==> config.mk <==
export PLATFORM = sky130hd
export DESIGN_NAME = sdram_chan_arbiter_flat
export DESIGN_NICKNAME = d
export VERILOG_FILES = /design/src/rtl/sdram_chan_arbiter_if.sv /design/src/rtl/sdram_chan_arbiter.sv /design/src/flat_wrapper.sv
export SDC_FILE = /design/constraint.sdc
export NUM_CORES = 1
export LEC_CHECK = 0
export BUFFER_PORTS_ARGS = -buffer_cell sky130_fd_sc_hd__buf_2
export CAP_MARGIN = 20
export CORE_UTILIZATION = 25
export CTS_CLUSTER_SIZE = 24
export DETAILED_ROUTE_END_ITERATION = 8
export GPL_TIMING_DRIVEN = 1
export SETUP_SLACK_MARGIN = 0.3
export SYNTH_ARGS = -nofsm -noshare
export SYNTH_HDL_FRONTEND = slang
export SYNTH_SLANG_ARGS = --single-unit
==> constraint.sdc <==
create_clock -name CLOCK_50_D -period 2.6 [get_ports CLOCK_50_D]
set_input_delay 0.13 -clock CLOCK_50_D [delete_from_list [all_inputs] [get_ports CLOCK_50_D]]
set_output_delay 0.13 -clock CLOCK_50_D [all_outputs]
set_load 0.02 [all_outputs]
==> src/rtl/sdram_chan_arbiter_if.sv <==
// Bundle between the two SampleStorage requesters, the channel arbiter and the SDRAM
// controller handshake (we/re/busy/read_ready).
interface sdram_chan_arbiter_if #(
    parameter int unsigned DATA_W = 16,
    parameter int unsigned ADDR_W = 24
);
    logic [1:0]             req_wr;
    logic [1:0]             req_rd;
    logic [1:0][ADDR_W-1:0] req_waddr;
    logic [1:0][ADDR_W-1:0] req_raddr;
    logic [1:0][DATA_W-1:0] req_wdata;
    logic [1:0]             grant;
    logic [1:0]             ack;
    logic [DATA_W-1:0]      rdata;
    logic                   err;
    logic                   we;
    logic                   re;
    logic [ADDR_W-1:0]      waddress;
    logic [ADDR_W-1:0]      raddress;
    logic [DATA_W-1:0]      writedata;
    logic [DATA_W-1:0]      readdata;
    logic                   read_ready;
    logic                   busy;

    // Environment side: requesters plus the SDRAM controller.
    modport master (
        output req_wr, req_rd, req_waddr, req_raddr, req_wdata, readdata, read_ready, busy,
        input  grant, ack, rdata, err, we, re, waddress, raddress, writedata
    );

    // Arbiter side.
    modport slave (
        input  req_wr, req_rd, req_waddr, req_raddr, req_wdata, readdata, read_ready, busy,
        output grant, ack, rdata, err, we, re, waddress, raddress, writedata
    );
endinterface

==> src/rtl/sdram_chan_arbiter.sv <==
// Round-robin slot arbiter sharing one SDRAM controller between two sample channels.
// Define SDRAM_ARB_TIMEOUT_EN to abort accesses stalled for TIMEOUT_CYC cycles (err=1).
module sdram_chan_arbiter #(
    parameter int unsigned DATA_W      = 16,
    parameter int unsigned ADDR_W      = 24,
    parameter int unsigned TIMEOUT_CYC = 64
) (
    input logic                 CLOCK_50_D,
    input logic                 AUD_ADCLRCK,
    sdram_chan_arbiter_if.slave bus
);

    typedef enum logic [2:0] {
        StIdle,
        StIssueW,
        StWAcc,
        StWDone,
        StIssueR,
        StRWait,
        StFin
    } state_e;

    state_e            state_q;
    logic              rr_q;
    logic              owner_q;
    logic [1:0]        grant_q;
    logic [1:0]        ack_q;
    logic              err_q;
    logic              we_q;
    logic              re_q;
    logic [ADDR_W-1:0] waddr_q;
    logic [ADDR_W-1:0] raddr_q;
    logic [DATA_W-1:0] wdata_q;
    logic [DATA_W-1:0] rdata_q;

    logic [1:0] req_any;
    logic       pick;
    logic       tmo;

    always_comb begin
        req_any = bus.req_wr | bus.req_rd;
        pick    = (&req_any) ? rr_q : req_any[1];
    end

`ifdef SDRAM_ARB_TIMEOUT_EN
    localparam int unsigned CntW = $clog2(TIMEOUT_CYC + 1);

    logic [CntW-1:0] cnt_q;
    logic [CntW-1:0] cnt_cur;
    state_e          last_q;
    logic            timed;

    // The count restarts on the first cycle of every state.
    always_comb begin
        cnt_cur = (state_q != last_q) ? '0 : cnt_q;
        timed   = state_q inside {StIssueW, StWAcc, StWDone, StIssueR, StRWait};
        tmo     = timed && (cnt_cur == CntW'(TIMEOUT_CYC - 1));
    end

    always_ff @(posedge CLOCK_50_D or posedge AUD_ADCLRCK) begin
        if (AUD_ADCLRCK) begin
            cnt_q  <= '0;
            last_q <= StIdle;
        end else begin
            cnt_q  <= cnt_cur + 1'b1;
            last_q <= state_q;
        end
    end
`else
    assign tmo = 1'b0;
`endif

    always_ff @(posedge CLOCK_50_D or posedge AUD_ADCLRCK) begin
        if (AUD_ADCLRCK) begin
            state_q <= StIdle;
            rr_q    <= 1'b0;
            owner_q <= 1'b0;
            grant_q <= '0;
            ack_q   <= '0;
            err_q   <= 1'b0;
            we_q    <= 1'b0;
            re_q    <= 1'b0;
            waddr_q <= '0;
            raddr_q <= '0;
            wdata_q <= '0;
            rdata_q <= '0;
        end else begin
            we_q <= 1'b0;
            re_q <= 1'b0;
            if (tmo) begin
                state_q <= StFin;
                ack_q   <= grant_q;
                err_q   <= 1'b1;
                rdata_q <= '0;
            end else begin
                unique case (state_q)
                    StIdle: begin
                        if (|req_any) begin
                            owner_q <= pick;
                            grant_q <= pick ? 2'b10 : 2'b01;
                            state_q <= bus.req_wr[pick] ? StIssueW : StIssueR;
                        end
                    end
                    StIssueW: begin
                        if (!bus.busy) begin
                            we_q    <= 1'b1;
                            waddr_q <= bus.req_waddr[owner_q];
                            wdata_q <= bus.req_wdata[owner_q];
                            state_q <= StWAcc;
                        end
                    end
                    StWAcc: begin
                        if (bus.busy) state_q <= StWDone;
                    end
                    StWDone: begin
                        if (!bus.busy) begin
                            if (bus.req_rd[owner_q]) begin
                                state_q <= StIssueR;
                            end else begin
                                state_q <= StFin;
                                ack_q   <= grant_q;
                            end
                        end
                    end
                    StIssueR: begin
                        if (!bus.busy) begin
                            re_q    <= 1'b1;
                            raddr_q <= bus.req_raddr[owner_q];
                            state_q <= StRWait;
                        end
                    end
                    StRWait: begin
                        // Only a read_ready seen here belongs to this slot.
                        if (bus.read_ready) begin
                            rdata_q <= bus.readdata;
                            state_q <= StFin;
                            ack_q   <= grant_q;
                        end
                    end
                    StFin: begin
                        ack_q   <= '0;
                        err_q   <= 1'b0;
                        grant_q <= '0;
                        rr_q    <= ~owner_q;
                        state_q <= StIdle;
                    end
                    default: state_q <= StIdle;
                endcase
            end
        end
    end

    assign bus.grant     = grant_q;
    assign bus.ack       = ack_q;
    assign bus.err       = err_q;
    assign bus.we        = we_q;
    assign bus.re        = re_q;
    assign bus.waddress  = waddr_q;
    assign bus.raddress  = raddr_q;
    assign bus.writedata = wdata_q;
    assign bus.rdata     = rdata_q;

endmodule

==> src/flat_wrapper.sv <==
// flat-port wrapper written by rule: the top's interface ports become plain ports
module sdram_chan_arbiter_flat 
#(
    parameter int unsigned DATA_W      = 16,
    parameter int unsigned ADDR_W      = 24,
    parameter int unsigned TIMEOUT_CYC = 64
)
  (CLOCK_50_D, AUD_ADCLRCK, bus_req_wr, bus_req_rd, bus_req_waddr, bus_req_raddr, bus_req_wdata, bus_readdata, bus_read_ready, bus_busy, bus_grant, bus_ack, bus_rdata, bus_err, bus_we, bus_re, bus_waddress, bus_raddress, bus_writedata);
  sdram_chan_arbiter_if #(.DATA_W(DATA_W), .ADDR_W(ADDR_W)) bus_i ();
  input logic CLOCK_50_D;
  input logic AUD_ADCLRCK;
  input wire logic [$bits(bus_i.req_wr)-1:0] bus_req_wr;
  input wire logic [$bits(bus_i.req_rd)-1:0] bus_req_rd;
  input wire logic [$bits(bus_i.req_waddr)-1:0] bus_req_waddr;
  input wire logic [$bits(bus_i.req_raddr)-1:0] bus_req_raddr;
  input wire logic [$bits(bus_i.req_wdata)-1:0] bus_req_wdata;
  input wire logic [$bits(bus_i.readdata)-1:0] bus_readdata;
  input wire logic [$bits(bus_i.read_ready)-1:0] bus_read_ready;
  input wire logic [$bits(bus_i.busy)-1:0] bus_busy;
  output wire logic [$bits(bus_i.grant)-1:0] bus_grant;
  output wire logic [$bits(bus_i.ack)-1:0] bus_ack;
  output wire logic [$bits(bus_i.rdata)-1:0] bus_rdata;
  output wire logic [$bits(bus_i.err)-1:0] bus_err;
  output wire logic [$bits(bus_i.we)-1:0] bus_we;
  output wire logic [$bits(bus_i.re)-1:0] bus_re;
  output wire logic [$bits(bus_i.waddress)-1:0] bus_waddress;
  output wire logic [$bits(bus_i.raddress)-1:0] bus_raddress;
  output wire logic [$bits(bus_i.writedata)-1:0] bus_writedata;
  assign bus_i.req_wr = bus_req_wr;
  assign bus_i.req_rd = bus_req_rd;
  assign bus_i.req_waddr = bus_req_waddr;
  assign bus_i.req_raddr = bus_req_raddr;
  assign bus_i.req_wdata = bus_req_wdata;
  assign bus_i.readdata = bus_readdata;
  assign bus_i.read_ready = bus_read_ready;
  assign bus_i.busy = bus_busy;
  assign bus_grant = bus_i.grant;
  assign bus_ack = bus_i.ack;
  assign bus_rdata = bus_i.rdata;
  assign bus_err = bus_i.err;
  assign bus_we = bus_i.we;
  assign bus_re = bus_i.re;
  assign bus_waddress = bus_i.waddress;
  assign bus_raddress = bus_i.raddress;
  assign bus_writedata = bus_i.writedata;
  sdram_chan_arbiter #(.DATA_W(DATA_W), .ADDR_W(ADDR_W), .TIMEOUT_CYC(TIMEOUT_CYC)) u_core (.CLOCK_50_D(CLOCK_50_D), .AUD_ADCLRCK(AUD_ADCLRCK), .bus(bus_i));
endmodule
==> results of run 1 <==
==> cells in the final DEF (no fill, tap or decap), types with 2 or more instances in the layout <==
cell type                       count
sky130_fd_sc_hd__buf_2            237
sky130_fd_sc_hd__dfrtp_1           90
sky130_fd_sc_hd__mux2i_1           68
sky130_fd_sc_hd__nor2_1            67
sky130_fd_sc_hd__a21oi_2           39
sky130_fd_sc_hd__a21oi_1           27
sky130_fd_sc_hd__mux2_2            16
sky130_fd_sc_hd__dlygate4sd3_1     12
sky130_fd_sc_hd__clkbuf_16          9
sky130_fd_sc_hd__buf_4              8
sky130_fd_sc_hd__inv_1              7
sky130_fd_sc_hd__nand2_1            5
sky130_fd_sc_hd__buf_12             5
sky130_fd_sc_hd__clkinvlp_4         4
sky130_fd_sc_hd__nand2b_1           3
sky130_fd_sc_hd__o21ai_0            3
sky130_fd_sc_hd__nor4b_4            2
==> registers in the layout (all words and copies together) (netlist names) <==
name / count
u_core.state_q: 3
u_core.bus.we: 1
u_core.bus.grant: 2
u_core.owner_q: 1
u_core.bus.raddress: 24
u_core.bus.ack: 2
u_core.bus.re: 1
u_core.rr_q: 1
u_core.bus.waddress: 24
u_core.bus.rdata: 16
u_core.bus.writedata: 16
==> per-stage QoR <==
stage	hold WS, ns	power, mW	worst slack, ns
floorplan	0.280	5.21	1.29
CTS	0.000473	7.73	0.704
detailed placement	0.307	6.38	0.697
global route	0.00392	8.14	0.591
global placement	0.308	6.31	0.778
finish	0.0172	7.58	0.741
==> metal layers <==
| layer | up-vias | wire, um | GRT usage [%] |
|---|---|---|---|
| met5 | - | 0 | 0 |
| met4 | 0 | 174 | 4.74 |
| met3 | 11 | 637 | 3.19 |
| met2 | 116 | 5350 | 20.8 |
| met1 | 1601 | 4740 | 14.7 |
| li1 | 1811 | - | - |
==> synth_stat cells <==
cell / number / area share, %
sky130_fd_sc_hd__dfrtp_1: 91 / 52
sky130_fd_sc_hd__mux2i_1: 68 / 15
sky130_fd_sc_hd__nor2_1: 67 / 5.7
sky130_fd_sc_hd__a21oi_2: 39 / 7.8
sky130_fd_sc_hd__a21oi_1: 27 / 3.1
sky130_fd_sc_hd__mux2_2: 16 / 4.1
sky130_fd_sc_hd__buf_2: 13 / 1.5
sky130_fd_sc_hd__inv_1: 8 / 0.68
sky130_fd_sc_hd__buf_4: 5 / 0.85
sky130_fd_sc_hd__buf_6: 5 / 1.3
sky130_fd_sc_hd__nand2_1: 5 / 0.43
sky130_fd_sc_hd__buf_8: 4 / 1.4
sky130_fd_sc_hd__nand2b_1: 3 / 0.43
sky130_fd_sc_hd__o21ai_0: 3 / 0.34
sky130_fd_sc_hd__a21boi_0: 1 / 0.17
sky130_fd_sc_hd__a21boi_2: 1 / 0.26
sky130_fd_sc_hd__a21o_1: 1 / 0.17
sky130_fd_sc_hd__a221o_1: 1 / 0.23
sky130_fd_sc_hd__a2bb2oi_1: 1 / 0.20
sky130_fd_sc_hd__a32o_1: 1 / 0.23
sky130_fd_sc_hd__a32oi_1: 1 / 0.20
sky130_fd_sc_hd__and4bb_2: 1 / 0.28
sky130_fd_sc_hd__conb_1: 1 / 0.085
sky130_fd_sc_hd__nand3_1: 1 / 0.11
sky130_fd_sc_hd__nand3b_1: 1 / 0.17
sky130_fd_sc_hd__nand4b_4: 1 / 0.54
sky130_fd_sc_hd__nor3_1: 1 / 0.11
sky130_fd_sc_hd__nor4_1: 1 / 0.14
sky130_fd_sc_hd__nor4_2: 1 / 0.28
sky130_fd_sc_hd__nor4b_2: 1 / 0.34
sky130_fd_sc_hd__nor4b_4: 1 / 0.54
sky130_fd_sc_hd__o21bai_1: 1 / 0.17
sky130_fd_sc_hd__o2bb2ai_1: 1 / 0.20
sky130_fd_sc_hd__o311ai_0: 1 / 0.20
sky130_fd_sc_hd__o31a_1: 1 / 0.20
sky130_fd_sc_hd__o32a_1: 1 / 0.23
sky130_fd_sc_hd__or2_2: 1 / 0.14
==> timing repair <==
action                                 in CTS  in global routing
setup endpoints to repair                   0                  0
gates resized for setup                     0                  0
hold buffers                               12                  0
endpoints found under the hold margin      37                  0
==> worst paths after layout <==
check / endpoint / slack [ns] / depth (start not counted)
setup reg to reg: u_core.bus.writedata[2]$_DFFE_PP0P_ / 0.74 / 4
min in group asynchronous: u_core.bus.waddress[18]$_DFFE_PP0P_ / 0.45 / 3
hold reg to reg: u_core.bus.rdata[15]$_DFFE_PP0P_ / 0.50 / 1
hold / removal: u_core.bus.rdata[12]$_DFFE_PP0P_ / 0.02 / 2
max in group asynchronous: u_core.bus.raddress[10]$_DFFE_PP0P_ / 1.32 / 4
setup / recovery: u_core.bus.writedata[2]$_DFFE_PP0P_ / 0.74 / 4
==> final cells by class <==
| cell class | instances | area, um^2 |
|---|---|---|
| antenna | 1 | 2.50 |
| clock buffer | 10 | 229 |
| clock inverter | 6 | 66.3 |
| fill | 1743 | 11000 |
| inverter | 8 | 33.8 |
| multi-input combinational | 251 | 1880 |
| sequential | 91 | 2280 |
| tap | 225 | 282 |
| timing repair buffer | 262 | 1470 |
==> report_power, final <==
group / internal, mW / switching [mW]
Sequential: 2.12 / 0.521
Clock: 0.745 / 0.553
Combinational: 1.53 / 2.12
Total: 4.39 / 3.19
==> kinds of logic after synthesis <==
group / count (synthesis)
AO/OA/AOI/OAI: 81
buffers and inverters: 35
flip-flops: 91
multiplexers: 84
other: 1
AND/OR/NAND/NOR: 85
==> impl_metrics.prom, run 1 <==
# TYPE chip_impl_metric gauge
chip_impl_metric{name="cts_sinks",unit=""} 91
chip_impl_info{name="critical-path-top-delay-family",value="simple AND/OR/NAND/NOR gates"} 1
chip_impl_info{name="clk_root_buffer_cell",value="sky130_fd_sc_hd__clkbuf_16"} 1
chip_impl_metric{name="grt_usage",unit="%"} 12.2
chip_impl_metric{name="cts_made_buffers",unit=""} 9
chip_impl_metric{name="totalWireLength",unit="um"} 10900
chip_impl_info{name="path_cells",value="nor4b_4, buf_12, nor2_1, a21oi_2"} 1
chip_impl_info{name="criticalPathCategory",value="reg2reg"} 1
chip_impl_info{name="crit_path_start_kind",value="flip-flop"} 1
chip_impl_metric{name="placed_cells",unit=""} 825
chip_impl_metric{name="final_hold_viol_count",unit=""} 0
chip_impl_metric{name="final.min_clock_period",unit="ns"} 1.86
chip_impl_metric{name="ys_warn_count",unit=""} 0
chip_impl_metric{name="leakage",unit="nW"} 2.98
chip_impl_metric{name="route.detailed.drc",unit=""} 0
chip_impl_metric{name="ctsLongestPathBuffers",unit=""} 2
chip_impl_metric{name="synth_cell_type_count",unit=""} 37
chip_impl_info{name="cp-end-kind",value="flip-flop"} 1
chip_impl_metric{name="synth_fp_nets",unit=""} 529
chip_impl_metric{name="worst_setup_hold_path_clk_slew",unit="ns"} 0.07
chip_impl_metric{name="drtAntennaViolNets",unit=""} 0
chip_impl_metric{name="clock_skew",unit="ns"} 0.00938
chip_impl_metric{name="fin_crit_sh",unit="%"} 71.5
chip_impl_metric{name="vias",unit=""} 3539
chip_impl_metric{name="maximum_number_of_pins_on_one_net_before_global_route_repair",unit=""} 50
chip_impl_info{name="tritoncts_clock_tree",value="done"} 1
chip_impl_metric{name="cellPowerDensity",unit="nW/um^2"} 1220
chip_impl_metric{name="wl_per_cell",unit="um"} 12.8
chip_impl_info{name="rsz_0062_raised_after_global_routing",value="false"} 1
chip_impl_info{name="hold_path_start",value="bus_readdata[12]"} 1
chip_impl_metric{name="gpl.final_weighted_congestion",unit=""} 0.761
chip_impl_metric{name="synth_fa_ha_area_share",unit="%"} 0
chip_impl_metric{name="dp.final_hpwl",unit="um"} 8360
chip_impl_metric{name="cp.required",unit="ns"} 2.87
chip_impl_metric{name="vias_per_cell",unit=""} 4.14
chip_impl_metric{name="die_width",unit="um"} 135
chip_impl_metric{name="post_dp_cell_area",unit="um^2"} 5820
chip_impl_metric{name="post_synth_and_or_nand_nor_area_fraction",unit="%"} 9.25
chip_impl_metric{name="cts.repair_timing.setup_buffer_count",unit=""} 0
chip_impl_metric{name="grt-ovfl-total",unit=""} 0
chip_impl_metric{name="first_pass_iters",unit=""} 6
chip_impl_metric{name="syn_area_per_cell",unit="um^2"} 11.7
chip_impl_metric{name="worst-endpoint-arrival",unit="ns"} 2.13
chip_impl_metric{name="synth-seq-cells",unit=""} 91
chip_impl_metric{name="finalMaxSlewViolations",unit=""} 0
chip_impl_metric{name="first_pass_grt_wire_length",unit="um"} 17100
chip_impl_metric{name="flow.area_growth_from_synthesis",unit="%"} 41.9
chip_impl_metric{name="clock.fmax",unit="GHz"} 0.538
chip_impl_metric{name="relative_slew_margins",unit="%"} 50.2
chip_impl_metric{name="grt_pass1_vias",unit=""} 3391
chip_impl_metric{name="port-buffer-count",unit=""} 237
chip_impl_metric{name="grt_antenna_before_repair",unit=""} 1
chip_impl_metric{name="drv.max_cap_violation_count",unit=""} 0
chip_impl_metric{name="report.final.setup_viol",unit=""} 0
chip_impl_metric{name="critical_path_peak_fanout",unit=""} 24
chip_impl_metric{name="share_of_the_yosys_chip_area_belonging_to_registers",unit="%"} 51.8
chip_impl_metric{name="synth.area.mux_share",unit="%"} 19.6
chip_impl_metric{name="floorplan.initialDensity",unit="%"} 25.5
chip_impl_metric{name="post-route-cell-area",unit="um^2"} 6240
chip_impl_metric{name="top_level_pins",unit=""} 239
chip_impl_metric{name="timing.critical_path.slowest_cell_delay",unit="ns"} 0.71
chip_impl_metric{name="design.final.nets",unit=""} 775
chip_impl_metric{name="netlist_area",unit="um^2"} 4400
chip_impl_metric{name="syn_inst_count",unit=""} 377
chip_impl_metric{name="drt_iter0_drc",unit=""} 94
chip_impl_metric{name="core",unit="um^2"} 17200
chip_impl_metric{name="instances_no_fill",unit=""} 854
chip_impl_metric{name="timing_worst_slew_pin_value",unit="ns"} 0.745
chip_impl_metric{name="dieHeight",unit="um"} 135
chip_impl_metric{name="post_synth_xor_area_fraction",unit="%"} 0
chip_impl_metric{name="die_area",unit="um^2"} 18100
chip_impl_info{name="main_combinational_cell_family_by_area_after_synthesis",value="multiplexers"} 1
chip_impl_metric{name="peakVddDrop",unit="mV"} 0.475
chip_impl_metric{name="final_util",unit="%"} 36.2
chip_impl_info{name="outcome",value="finished clean"} 1
chip_impl_metric{name="cts-htree-levels",unit=""} 3
chip_impl_info{name="worstSetupStartpoint",value="u_core.state_q[0]$_DFFE_PP0P_"} 1
chip_impl_metric{name="rows",unit=""} 48
chip_impl_metric{name="timing.critical_path.buf_inv",unit=""} 1
chip_impl_metric{name="synth_compound_gate_area_share",unit="%"} 13.6
chip_impl_info{name="slowest_library_cell_on_the_worst_path",value="sky130_fd_sc_hd__nor4b_4"} 1
chip_impl_info{name="rr_startpoint",value="u_core.state_q[0]$_DFFE_PP0P_"} 1
chip_impl_metric{name="layout-drive-gt1-share",unit="%"} 52.4
chip_impl_metric{name="setup_tns",unit="ns"} 0
chip_impl_info{name="min-delay-path-class",value="in2reg"} 1
chip_impl_metric{name="clock_latency_late_sink",unit="ns"} 0.35
Note: power is estimated with default switching activity, not from simulation.
==> run 2, diff against run 1 <==
==> constraint.sdc (replaced) <==
create_clock -name CLOCK_50_D -period 1.6 [get_ports CLOCK_50_D]
set_input_delay 0.08 -clock CLOCK_50_D [delete_from_list [all_inputs] [get_ports CLOCK_50_D]]
set_output_delay 0.08 -clock CLOCK_50_D [all_outputs]
set_load 0.02 [all_outputs]
==> run 2 against run 1 <==
Against the previous run:
- total power up 82%
- sequential cell count stayed put
- non-clock buffer count grew 31
- clock-buffer cell count grew 2
- setup slack lost 0.53 ns
- critical endpoint is now u_core.bus.waddress[11]$_DFFE_PP0P_
- die area is the same
- final area up 11%
- fmax rose by 34%
- combinational power rose by 100%
- sequential share of layout area is 3.5 points lower
- critical path depth rose by 2
- wire length grew 14%
==> impl_metrics.prom, run 2 (same netlist as run 1, synthesis figures left out) <==
# TYPE chip_impl_metric gauge
chip_impl_metric{name="clock.fmax",unit="GHz"} 0.719
chip_impl_metric{name="cts-htree-levels",unit=""} 3
chip_impl_info{name="rsz_0062_raised_after_global_routing",value="true"} 1
chip_impl_info{name="critical-path-top-delay-family",value="flip-flops"} 1
chip_impl_metric{name="core",unit="um^2"} 17200
chip_impl_metric{name="setup_tns",unit="ns"} 0
chip_impl_metric{name="top_level_pins",unit=""} 239
chip_impl_metric{name="report.final.setup_viol",unit=""} 0
chip_impl_metric{name="gpl.final_weighted_congestion",unit=""} 0.754
chip_impl_info{name="min-delay-path-class",value="in2reg"} 1
chip_impl_metric{name="final-seq-area",unit="um^2"} 2280
chip_impl_metric{name="clock_latency_late_sink",unit="ns"} 0.34
chip_impl_metric{name="ff2ff_setup_slack",unit="ns"} 0.21
chip_impl_info{name="cp-end-kind",value="flip-flop"} 1
chip_impl_metric{name="grt_pass1_vias",unit=""} 3547
chip_impl_metric{name="post-route-cell-area",unit="um^2"} 6910
chip_impl_metric{name="timing.critical_path.buf_inv",unit=""} 3
chip_impl_metric{name="fin_crit_sh",unit="%"} 86.9
chip_impl_metric{name="maximum_number_of_pins_on_one_net_before_global_route_repair",unit=""} 92
chip_impl_metric{name="preCtsSetupSlack",unit="ns"} 0.112
chip_impl_metric{name="port-buffer-count",unit=""} 237
chip_impl_info{name="path_common_cell",value="sky130_fd_sc_hd__buf_12"} 1
chip_impl_metric{name="peakVddDrop",unit="mV"} 0.778
chip_impl_metric{name="drtAntennaViolNets",unit=""} 0
chip_impl_metric{name="grt_usage",unit="%"} 12.3
chip_impl_info{name="crit_path_start_kind",value="flip-flop"} 1
chip_impl_metric{name="dp.final_hpwl",unit="um"} 7990
chip_impl_metric{name="grt_antenna_before_repair",unit=""} 0
chip_impl_metric{name="die_width",unit="um"} 135
chip_impl_metric{name="drv.max_cap_violation_count",unit=""} 0
chip_impl_info{name="tritoncts_clock_tree",value="done"} 1
chip_impl_metric{name="final.min_clock_period",unit="ns"} 1.39
chip_impl_metric{name="finalWorstSetupSlack",unit="ns"} 0.210
chip_impl_metric{name="antenna-diode-count",unit=""} 0
chip_impl_metric{name="multi_input_gate_area_in_the_final_layout",unit="um^2"} 2020
chip_impl_metric{name="worst-endpoint-arrival",unit="ns"} 1.67
chip_impl_metric{name="cp.required",unit="ns"} 1.88
chip_impl_metric{name="instances_no_fill",unit=""} 884
chip_impl_metric{name="ctsLongestPathBuffers",unit=""} 2
chip_impl_metric{name="route.detailed.drc",unit=""} 0
chip_impl_metric{name="placed_cells",unit=""} 828
chip_impl_metric{name="grt-ovfl-total",unit=""} 0
chip_impl_metric{name="post_dp_cell_area",unit="um^2"} 5880
chip_impl_metric{name="n_fill_cell",unit=""} 1682
chip_impl_metric{name="timing_worst_slew_pin_value",unit="ns"} 0.533
chip_impl_info{name="final_cell_mix",value="sky130_fd_sc_hd__buf_2 (238), sky130_fd_sc_hd__dfrtp_1 (87), sky130_fd_sc_hd__mux2i_1 (67), sky130_fd_sc_hd__nor2_1 (54), sky130_fd_sc_hd__a21oi_2 (49)"} 1
chip_impl_info{name="path_cells",value="nor4b_4, buf_12, buf_12, clkbuf_16, nor2_1, a21oi_2"} 1
chip_impl_metric{name="vias_per_cell",unit=""} 4.33
chip_impl_metric{name="first_pass_iters",unit=""} 4
chip_impl_metric{name="clock_skew",unit="ns"} 0.00914
chip_impl_metric{name="totalWireLength",unit="um"} 12400
chip_impl_metric{name="cellPowerDensity",unit="nW/um^2"} 2000
chip_impl_info{name="mostFrequentLayoutCell",value="sky130_fd_sc_hd__buf_2"} 1
chip_impl_metric{name="rows",unit=""} 48
chip_impl_metric{name="drt_iter0_drc",unit=""} 86
chip_impl_metric{name="timing.critical_path.slowest_cell_delay",unit="ns"} 0.45
chip_impl_metric{name="cts_made_buffers",unit=""} 9
chip_impl_metric{name="final_hold_viol_count",unit=""} 0
chip_impl_metric{name="vias",unit=""} 3829
chip_impl_metric{name="flow.area_growth_from_synthesis",unit="%"} 57.1
chip_impl_metric{name="critical_path_peak_fanout",unit=""} 8
chip_impl_metric{name="layout-drive-gt1-share",unit="%"} 58.0
chip_impl_metric{name="relative_slew_margins",unit="%"} 64.4
chip_impl_metric{name="dieHeight",unit="um"} 135
chip_impl_metric{name="first_pass_grt_wire_length",unit="um"} 17300
chip_impl_metric{name="wl_per_cell",unit="um"} 14.1
chip_impl_metric{name="floorplan.initialDensity",unit="%"} 25.5
chip_impl_info{name="slowest_library_cell_on_the_worst_path",value="sky130_fd_sc_hd__dfrtp_2"} 1
chip_impl_info{name="clk_root_buffer_cell",value="sky130_fd_sc_hd__clkbuf_16"} 1
chip_impl_info{name="criticalPathCategory",value="reg2reg"} 1
chip_impl_metric{name="worst_setup_hold_path_clk_slew",unit="ns"} 0.07
chip_impl_info{name="outcome",value="finished clean"} 1
chip_impl_metric{name="leakage",unit="nW"} 3.27
chip_impl_metric{name="finalMaxSlewViolations",unit=""} 0
chip_impl_metric{name="die_area",unit="um^2"} 18100
chip_impl_metric{name="cts_sinks",unit=""} 91
chip_impl_metric{name="design.final.nets",unit=""} 806
run 2: cell count changes in the layout (fill, tap and decap cells not counted), moves of 7 or more:
cell / previous run / this run
sky130_fd_sc_hd__buf_6: 0 / 7
sky130_fd_sc_hd__a21oi_1: 27 / 17
sky130_fd_sc_hd__clkbuf_16: 9 / 16
sky130_fd_sc_hd__nor2_4: 0 / 8
sky130_fd_sc_hd__nor2_1: 67 / 54
sky130_fd_sc_hd__a21oi_2: 39 / 49
run 2: stage by stage:
stage          total power, mW  hold WS, ns  util, %
6_report                  13.8       0.0380     40.1
5_1_grt                   14.7       0.0329     40.1
4_1_cts                   13.1       0.0235     37.6
3_5_place_dp              10.5        0.267     34.1
3_3_place_gp              10.4        0.265     34.1
2_1_floorplan             8.48        0.230        -
run 2: per-layer routing:
| layer | vias to the layer above | wire (um) | part of all wire [%] | global-route usage (%) |
|---|---|---|---|---|
| li1 | 1873 | - | - | - |
| met1 | 1801 | 5510 | 44 | 14.9 |
| met2 | 138 | 6060 | 49 | 20.8 |
| met3 | 17 | 672 | 5.4 | 3.19 |
| met4 | 0 | 206 | 1.7 | 4.99 |
| met5 | - | 0 | 0 | 0 |
run 2: final cells by class:
| class | instances | share of cell area (%) |
|---|---|---|
| inverter | 8 | 0.489 |
| timing repair buffer | 293 | 28.5 |
| multi-input combinational | 251 | 29.2 |
| tap | 225 | 4.08 |
| clock inverter | 4 | 1.07 |
| sequential | 91 | 33.1 |
| clock buffer | 12 | 3.57 |
run 2: final timing paths:
path | start | endpoint | cells after the start
setup / recovery | u_core.state_q[1]$_DFFE_PP0P_ | u_core.bus.waddress[11]$_DFFE_PP0P_ | 6
max in group asynchronous | AUD_ADCLRCK | u_core.state_q[0]$_DFFE_PP0P_ | 4
setup reg to reg | u_core.state_q[1]$_DFFE_PP0P_ | u_core.bus.waddress[11]$_DFFE_PP0P_ | 6
min in group asynchronous | AUD_ADCLRCK | u_core.bus.rdata[13]$_DFFE_PP0P_ | 4
hold / removal | bus_req_waddr[1] | u_core.bus.waddress[1]$_DFFE_PP0P_ | 3
hold reg to reg | u_core.bus.rdata[7]$_DFFE_PP0P_ | u_core.bus.rdata[7]$_DFFE_PP0P_ | 1
run 2: tightest hold or removal path, cell delays in order:
cell,delay [ns]
sky130_fd_sc_hd__buf_2,0.07
sky130_fd_sc_hd__mux2i_1,0.07
sky130_fd_sc_hd__a21oi_2,0.12
run 2: report_power, final:
group	switching (mW)	total [mW]	internal [mW]
registers	0.723	4.18	3.45
logic	4.00	7.33	3.33
clock network	0.900	2.31	1.41
run 2: repair_timing:
item                                    CTS  global route
pin swaps                                 1             2
endpoints found under the setup margin   79            86
hold endpoints to repair                107             0
gates cloned                              1            10
hold buffers                             17             0
resized for setup                         4            44
setup buffers                             6             6
